### config.mk
export PLATFORM = sky130hd
export DESIGN_NAME = branch_resolve
export DESIGN_NICKNAME = d
export VERILOG_FILES = /design/src/rtl/branch_resolve_pkg.sv /design/src/rtl/branch_cond.sv /design/src/rtl/branch_resolve.sv
export SDC_FILE = /design/constraint.sdc
export NUM_CORES = 1
export LEC_CHECK = 0
export ABC_AREA = 1
export CAP_MARGIN = 20
export CORE_MARGIN = 2
export CORE_UTILIZATION = 39
export DETAILED_ROUTE_END_ITERATION = 16
export GPL_ROUTABILITY_DRIVEN = 0
export PLACE_DENSITY = 0.79
export SYNTH_ARGS = -nofsm -noshare
export SYNTH_HDL_FRONTEND = slang
export SYNTH_SLANG_ARGS = --single-unit
### constraint.sdc
create_clock -name clk -period 1.7 [get_ports clk]
set_clock_uncertainty 0.15 [all_clocks]
set_input_delay 0.17 -clock clk [delete_from_list [all_inputs] [get_ports clk]]
set_output_delay 0.17 -clock clk [all_outputs]
set_load 0.02 [all_outputs]
### src/rtl/branch_resolve_pkg.sv
// branch_resolve_pkg: opcode, funct3 and FSM state constants shared by the branch resolver.
package branch_resolve_pkg;
  localparam logic [6:0] OP_BRANCH = 7'b1100011;
  localparam logic [6:0] OP_JAL    = 7'b1101111;
  localparam logic [6:0] OP_JALR   = 7'b1100111;
  localparam logic [2:0] F3_BEQ  = 3'b000;
  localparam logic [2:0] F3_BNE  = 3'b001;
  localparam logic [2:0] F3_BLT  = 3'b100;
  localparam logic [2:0] F3_BGE  = 3'b101;
  localparam logic [2:0] F3_BLTU = 3'b110;
  localparam logic [2:0] F3_BGEU = 3'b111;
  localparam logic [0:0] ST_IDLE  = 1'b0;
  localparam logic [0:0] ST_FLUSH = 1'b1;
endpackage

### src/rtl/branch_cond.sv
// branch_cond: opcode/funct3 plus comparator flags to raw taken decision (ungated).
module branch_cond
  import branch_resolve_pkg::*;
(
  input  logic [6:0] i_opcode,
  input  logic [2:0] i_funct3,
  input  logic       i_breq,
  input  logic       i_brlt,
  output logic       o_taken
);
  logic w_br;
  always_comb begin
    w_br = (i_funct3 == F3_BEQ) ? i_breq :
           (i_funct3 == F3_BNE) ? !i_breq :
           (i_funct3 == F3_BLT || i_funct3 == F3_BLTU) ? i_brlt :
           (i_funct3 == F3_BGE || i_funct3 == F3_BGEU) ? !i_brlt : 1'b0;
    o_taken = (i_opcode == OP_BRANCH) ? w_br : (i_opcode == OP_JAL || i_opcode == OP_JALR);
  end
endmodule

### src/rtl/branch_resolve.sv
// branch_resolve: EX-stage branch/jump resolution, one-cycle redirect and FLUSH_CYCLES-long IF/ID squash.
// Optional BRANCH_STATS_EN adds conditional-branch resolved/taken counters.
module branch_resolve
  import branch_resolve_pkg::*;
#(
  parameter int FLUSH_CYCLES = 2
) (
  input  logic        clk,
  input  logic        rst,
  input  logic        ex_valid,
  input  logic        ex_stall,
  input  logic [6:0]  ex_opcode,
  input  logic [2:0]  ex_funct3,
  input  logic [31:0] ex_target,
  input  logic        breq,
  input  logic        brlt,
  output logic        brun,
  output logic        redirect_valid,
  output logic [31:0] redirect_pc,
  output logic        flush_if,
  output logic        flush_id,
  output logic        br_taken
`ifdef BRANCH_STATS_EN
  ,
  output logic [31:0] br_count,
  output logic [31:0] br_taken_count
`endif
);
  logic       w_cond;
  logic       w_idle;
  logic       w_last;
  logic [0:0] r_state;
  logic [2:0] r_cnt;
  branch_cond u_cond (
    .i_opcode(ex_opcode),
    .i_funct3(ex_funct3),
    .i_breq  (breq),
    .i_brlt  (brlt),
    .o_taken (w_cond)
  );
  assign brun     = ex_funct3[1];
  assign w_idle   = r_state == ST_IDLE;
  assign w_last   = r_cnt == 3'(FLUSH_CYCLES - 1);
  assign br_taken = ex_valid & !ex_stall & w_idle & w_cond;
  assign flush_if = r_state == ST_FLUSH;
  assign flush_id = flush_if;
  always_ff @(posedge clk) begin
    if (rst) begin
      r_state        <= ST_IDLE;
      r_cnt          <= '0;
      redirect_valid <= 1'b0;
      redirect_pc    <= '0;
    end else begin
      redirect_valid <= br_taken;
      if (br_taken)
        redirect_pc <= (ex_opcode == OP_JALR) ? {ex_target[31:1], 1'b0} : ex_target;
      if (br_taken) begin
        r_state <= ST_FLUSH;
        r_cnt   <= '0;
      end else if (!w_idle && !ex_stall) begin
        r_state <= w_last ? ST_IDLE : ST_FLUSH;
        r_cnt   <= w_last ? 3'd0 : r_cnt + 3'd1;
      end
    end
  end
`ifdef BRANCH_STATS_EN
  logic w_resolve;
  assign w_resolve = ex_valid & !ex_stall & w_idle & (ex_opcode == OP_BRANCH);
  always_ff @(posedge clk) begin
    if (rst) begin
      br_count       <= '0;
      br_taken_count <= '0;
    end else begin
      if (w_resolve) br_count <= br_count + 32'd1;
      if (w_resolve && w_cond) br_taken_count <= br_taken_count + 32'd1;
    end
  end
`endif
endmodule

* Word level (Yosys, flattened, before mapping) *
Cells that the tools add are included.
W data, S select, Z words.

word-level totals
  register bits = 37
  output and inout bits = 37

operators by class
  add/subtract/negate cells = 1
  equality and inequality tests = 9
  mux-type cells = 10
  bitwise operators = 4
  reduce and logical (&&, ||, !) cells = 10

operator list
  operator               number
  $eq A7 B7 Y1 const B   3
  $eq A3 B3 Y1 const B   4
  $mux W1                9
  $eq A3 B1 Y1 const B   2
  $add A3 B1 Y3 const B  1
  $and A1 B1 Y1          3
  $logic_not A1 Y1       3
  $logic_not A3 Y1       1
  $logic_or A1 B1 Y1     3
  $mux W3                1
  $reduce_bool A2 Y1     1
  $reduce_or A2 Y1       1
  $logic_and A1 B1 Y1    1
  $not A1 Y1             1

* Depth between registers and ports, before layout *
  depth in word-level cells = 9
  mapped depth = 10

* Cells and area by module *
Synthesis repeated with hierarchy kept, for this count alone.

second synthesis, totals
  cell total of the unflattened synthesis = 201
  area total of the unflattened synthesis = 1491.4 µm²

modules (own cells, without submodules)
  module          times used  cells each  area each (µm²)  seq. area each (µm²)
  branch_resolve  1           184         1411.4           740.7
  branch_cond     1           17          80.1             0.0

* Worst setup path before layout *
No wires, ideal clock.

  path kind = register to output
  start = reg r_state (netlist: flush_id)
  end = out br_taken
  arrival = 1214 ps
  data required time = 1380 ps
  path slack = 166 ps
  stages on the path, launching flop included = 7
  buffers on the path = 2
  cell sequence = dfxtp_1 nor2_1 and3_1 buf_4 nand2_8 buf_6 inv_1

on the way
  word-level cells in the longest chain between the ends = 3

RTL lines
  element                      RTL line              source
  from (decl)                  branch_resolve.sv:32  logic [0:0] r_state;
  from (signal assigned)       branch_resolve.sv:61  r_state <= w_last ? ST_IDLE : ST_FLUSH;
  $not A1 Y1                   branch_resolve.sv:42  assign w_idle = r_state == ST_IDLE;
  $and A1 B1 Y1 (2 in series)  branch_resolve.sv:44  assign br_taken = ex_valid & !ex_stall & w_idle & w_cond;
  to (decl)                    branch_resolve.sv:22  output logic br_taken

Every way passes these cells.

* Final worst setup path *
  start = in ex_opcode[1]
  end = out br_taken

on the way
  word-level cells in the longest chain between the ends = 4
  elaborated cells on any way between the ends = 6
  classes of those cells = eq/ne: 3; mux: 1; bitwise: 1; reduce/logical: 1

RTL lines
  element             RTL line              source
  from (decl)         branch_resolve.sv:12  input logic [6:0] ex_opcode,
  $eq A7 B7 Y1        branch_cond.sv:17     o_taken = (i_opcode == OP_BRANCH) ? w_br : (i_opcode == OP_JAL || i_opcode == OP_JALR);
  $logic_or A1 B1 Y1  branch_cond.sv:17
  $mux W1 (*)         branch_cond.sv:17
  $and A1 B1 Y1 (*)   branch_resolve.sv:44

Every way passes the cells marked *; elsewhere a longest branch is shown, timed or not.

==> flow_summary_export.csv <==
group,metric,value,unit
logic_synthesis,synth_top_family_by_area,"simple AND/OR/NAND/NOR gates",
cts,root_buffer,"clkbuf_8",
worst_setup_path,crit_type,"primary input to primary output",
finish,antenna_cells,0,
timing,whs,0.3078,ns
cts,htree_levels,2,
power_and_ir_drop,power_leakage,1.161,nW
timing,worst_pin_slew,0.3344,ns
worst_setup_path,cp_max_fo,2,
hold_path,hp-start,"ex_target[28]",
worst_setup_path,critPathLaunchType,"primary input",
power_and_ir_drop,power_density,646.9,nW/um^2
finish,final_cell_area,2590,sq um
timing,finalSetupViolations,0,
global_routing,groute.usage.overall,18.17,%
floorplanning,io_pins,85,
cts,clockBufferDepth,2,
detailed_routing,postRouteAntennaNets,0,
finish,multi_input_area,718.2,sq um
cts,path_clk_slew,0.07,ns
global_routing,met1_usage,19.86,%
timing,fin_crit,1.639,ns
worst_setup_path,cp.arrival,1.32,ns
detailed_routing,avgRoutedWirePerCell,12.64,microns
logic_synthesis,yosysWarnings,0,
logic_synthesis,synthCells,196,
worst_setup_path,cp-endpoint,"br_taken",
finish,syn2layout_area_growth,58.14,%
cts,cts_hold_buf,0,
timing,slew_headroom,77.71,%
global_routing,grt.busiest_layer,"met2",
logic_synthesis,seq_area_frac_synth,45.23,%
finish,fin_nets,324,
timing,slew_viol_final,0,
timing,period_share,96.42,%
global_routing,grt_pass1_vias,1511,
worst_setup_path,startpoint,"ex_opcode[1]",
logic_synthesis,synthDistinctLibCells,21,
timing,tns,0,ns
finish,final_cell_mix,"79 x clkdlybuf4s50_1, 41 x nand2_1, 37 x dfxtp_1",
worst_setup_path,critPathRequiredTime,1.38,ns
run,maxCapViolations,0,
logic_synthesis,synth_fa_ha_area_share,0,%
global_routing,grtUsageMet3,4.870,%
floorplanning,dieArea,4734,sq um
timing,hold_viol,0,
detailed_routing,drc,0,
worst_setup_path,r2r_setup_slack,0.26,ns
finish,regArea,740.7,sq um
global_routing,grt_pass1_wl,6486,microns
logic_synthesis,synthMuxAreaShare,0,%
detailed_routing,route.vias.total,1646,
detailed_routing,drt_iter0_drc,107,
placed_design,port_buffers,84,
hold_path,hold_path.class,"primary input to register",
logic_synthesis,synth.area.top_cells,"dfxtp_1 45%, nand4_1 12%, nand2_1 9.4%, nand3_1 8.3%, nand3_2 6.1%",
logic_synthesis,synth_top_area_share,45.23,%
logic_synthesis,synth_area,1638,sq um
finish,final_common_cell,"clkdlybuf4s50_1",
global_routing,grt_max_degree,37,
finish,fillCellCount,368,
logic_synthesis,synth_fp_nets,244,
detailed_routing,via_per_inst,5.049,
power_and_ir_drop,peakVddDrop,0.3910,mV
worst_setup_path,regToRegStartpoint,"flush_id$_SDFFE_PP0P_",
floorplanning,die_height,68.81,microns
logic_synthesis,yosys.area_share.simple,40.87,%
timing,rsz0062_at_grt,"no",
status,status,"complete, no violations",
floorplanning,row_count,23,
logic_synthesis,synth-compound-area-share,1.451,%
finish,drive_gt1_share,12.32,%
cts,clk_latency,0.27,ns
cts,cts_setup_buffers,0,
detailed_routing,drt_wl_total,4120,microns
floorplanning,initial_core_util,40.65,%
logic_synthesis,syn_area_per_cell,8.356,sq um
worst_setup_path,regToRegEndpoint,"redirect_pc[13]$_SDFFE_PP0P_",
worst_setup_path,r2r_cells,5,
floorplanning,design.core.area,4029,sq um
timing,max_freq,610.1,MHz
detailed_routing,dr.pass1.iters,4,
worst_setup_path,crit_path_end_kind,"primary output",
floorplanning,die_x,68.81,microns
logic_synthesis,ys_seq_elements,37,
cts,numCtsBuffers,5,
global_routing,overflow,0,
placed_design,dp_hpwl,2876,microns
placed_design,placed_cell_area,2485,sq um
cts,cts_tree,"yes",
logic_synthesis,synth_xor_area_share,1.070,%
logic_synthesis,yosysTopAreaCell,"dfxtp_1",
global_routing,antenna_found_initial,0,
global_routing,use_met2,33.05,%
cts,clkSinkCount,37,
-- through the flow --
| step | std cells | setup slack (ns) | total power, W | utilization, % |
|---|---|---|---|---|
| CTS | 326 | 0.01492 | 0.001705 | 63.88 |
| detailed placement | 319 | -0.4926 | 0.001103 | 61.68 |
| global placement | 319 | -0.4023 | 0.001101 | 61.68 |
| finish | 326 | 0.06082 | 0.001675 | 64.29 |
| global route | 326 | 0.007206 | 0.001748 | 64.29 |
| floorplan | 196 | 0.1662 | 0.0009656 | - |
-- where the power goes --
part | switching, W | internal, W | leakage [nW]
combinational | 0.0000877 | 0.000125 | 0.819
clock | 0.000271 | 0.000321 | 0.0443
sequential | 0.00000126 | 0.000869 | 0.298
-- cells in the mapped netlist --
| cell | number |
|---|---|
| a21oi_2 | 1 |
| buf_2 | 2 |
| o31ai_1 | 1 |
| buf_1 | 3 |
| nand2_4 | 1 |
| dfxtp_1 | 37 |
| nand4_1 | 32 |
| or2_2 | 2 |
| buf_6 | 6 |
| buf_4 | 6 |
| nand3_2 | 10 |
| xor2_1 | 2 |
| nand2_8 | 1 |
| nor2_1 | 8 |
| nand3_1 | 27 |
| inv_2 | 1 |
| a21boi_0 | 1 |
| clkbuf_1 | 2 |
| nand2_1 | 41 |
| inv_1 | 11 |
| and3_1 | 1 |
-- logic make-up after synthesis --
| logic type | after synthesis |
|---|---|
| AOI/OAI and AO/OA | 3 |
| buffers and inverters | 31 |
| xor gates and xnor gates | 2 |
| and+or+nand+nor | 123 |
| DFF | 37 |
-- area by class of cell --
class,count,area share [%]
sequential,37,28.60
inverter,12,1.739
multi-input combinational,128,27.73
clock buffer,7,3.333
tap,50,2.415
timing repair buffer,92,36.18
-- per-layer routing --
layer	wire length, microns	vias to the layer above
li1	-	828
met1	1615	756
met2	2154	55
met3	296	7
met4	54	0
met5	0	-
-- flip-flops by register name, summed over array words and instances (netlist names) --
register        cells
redirect_pc        32
r_cnt               3
flush_id            1
redirect_valid      1
-- repair_timing --
item,4_1_cts,5_1_grt
endpoints found under the hold margin,0,0
gates resized for setup,7,6
endpoints found under the setup margin,31,33
pin swaps,0,1
-- worst min-delay path by stage --
stage / end / slack (ns) / cells past startpoint
5_1_grt: redirect_pc[25]$_SDFFE_PP0P_ / 0.31 / 3
6_report: redirect_pc[28]$_SDFFE_PP0P_ / 0.31 / 3
4_1_cts: redirect_pc[28]$_SDFFE_PP0P_ / 0.30 / 3
2_1_floorplan: flush_id$_SDFFE_PP0P_ / 0.08 / 1
3_5_place_dp: redirect_pc[1]$_SDFFE_PP0P_ / 0.31 / 2
3_3_place_gp: redirect_pc[1]$_SDFFE_PP0P_ / 0.30 / 2
-- critical path, stage by stage --
cell and delay [ns]:
clkdlybuf4s50_1 0.46, nand3_1 0.08, nor2_2 0.13, and3_4 0.24, nand2_8 0.06, inv_1 0.05
buf_4 0.13
Power figures use the tool's default switching activity.
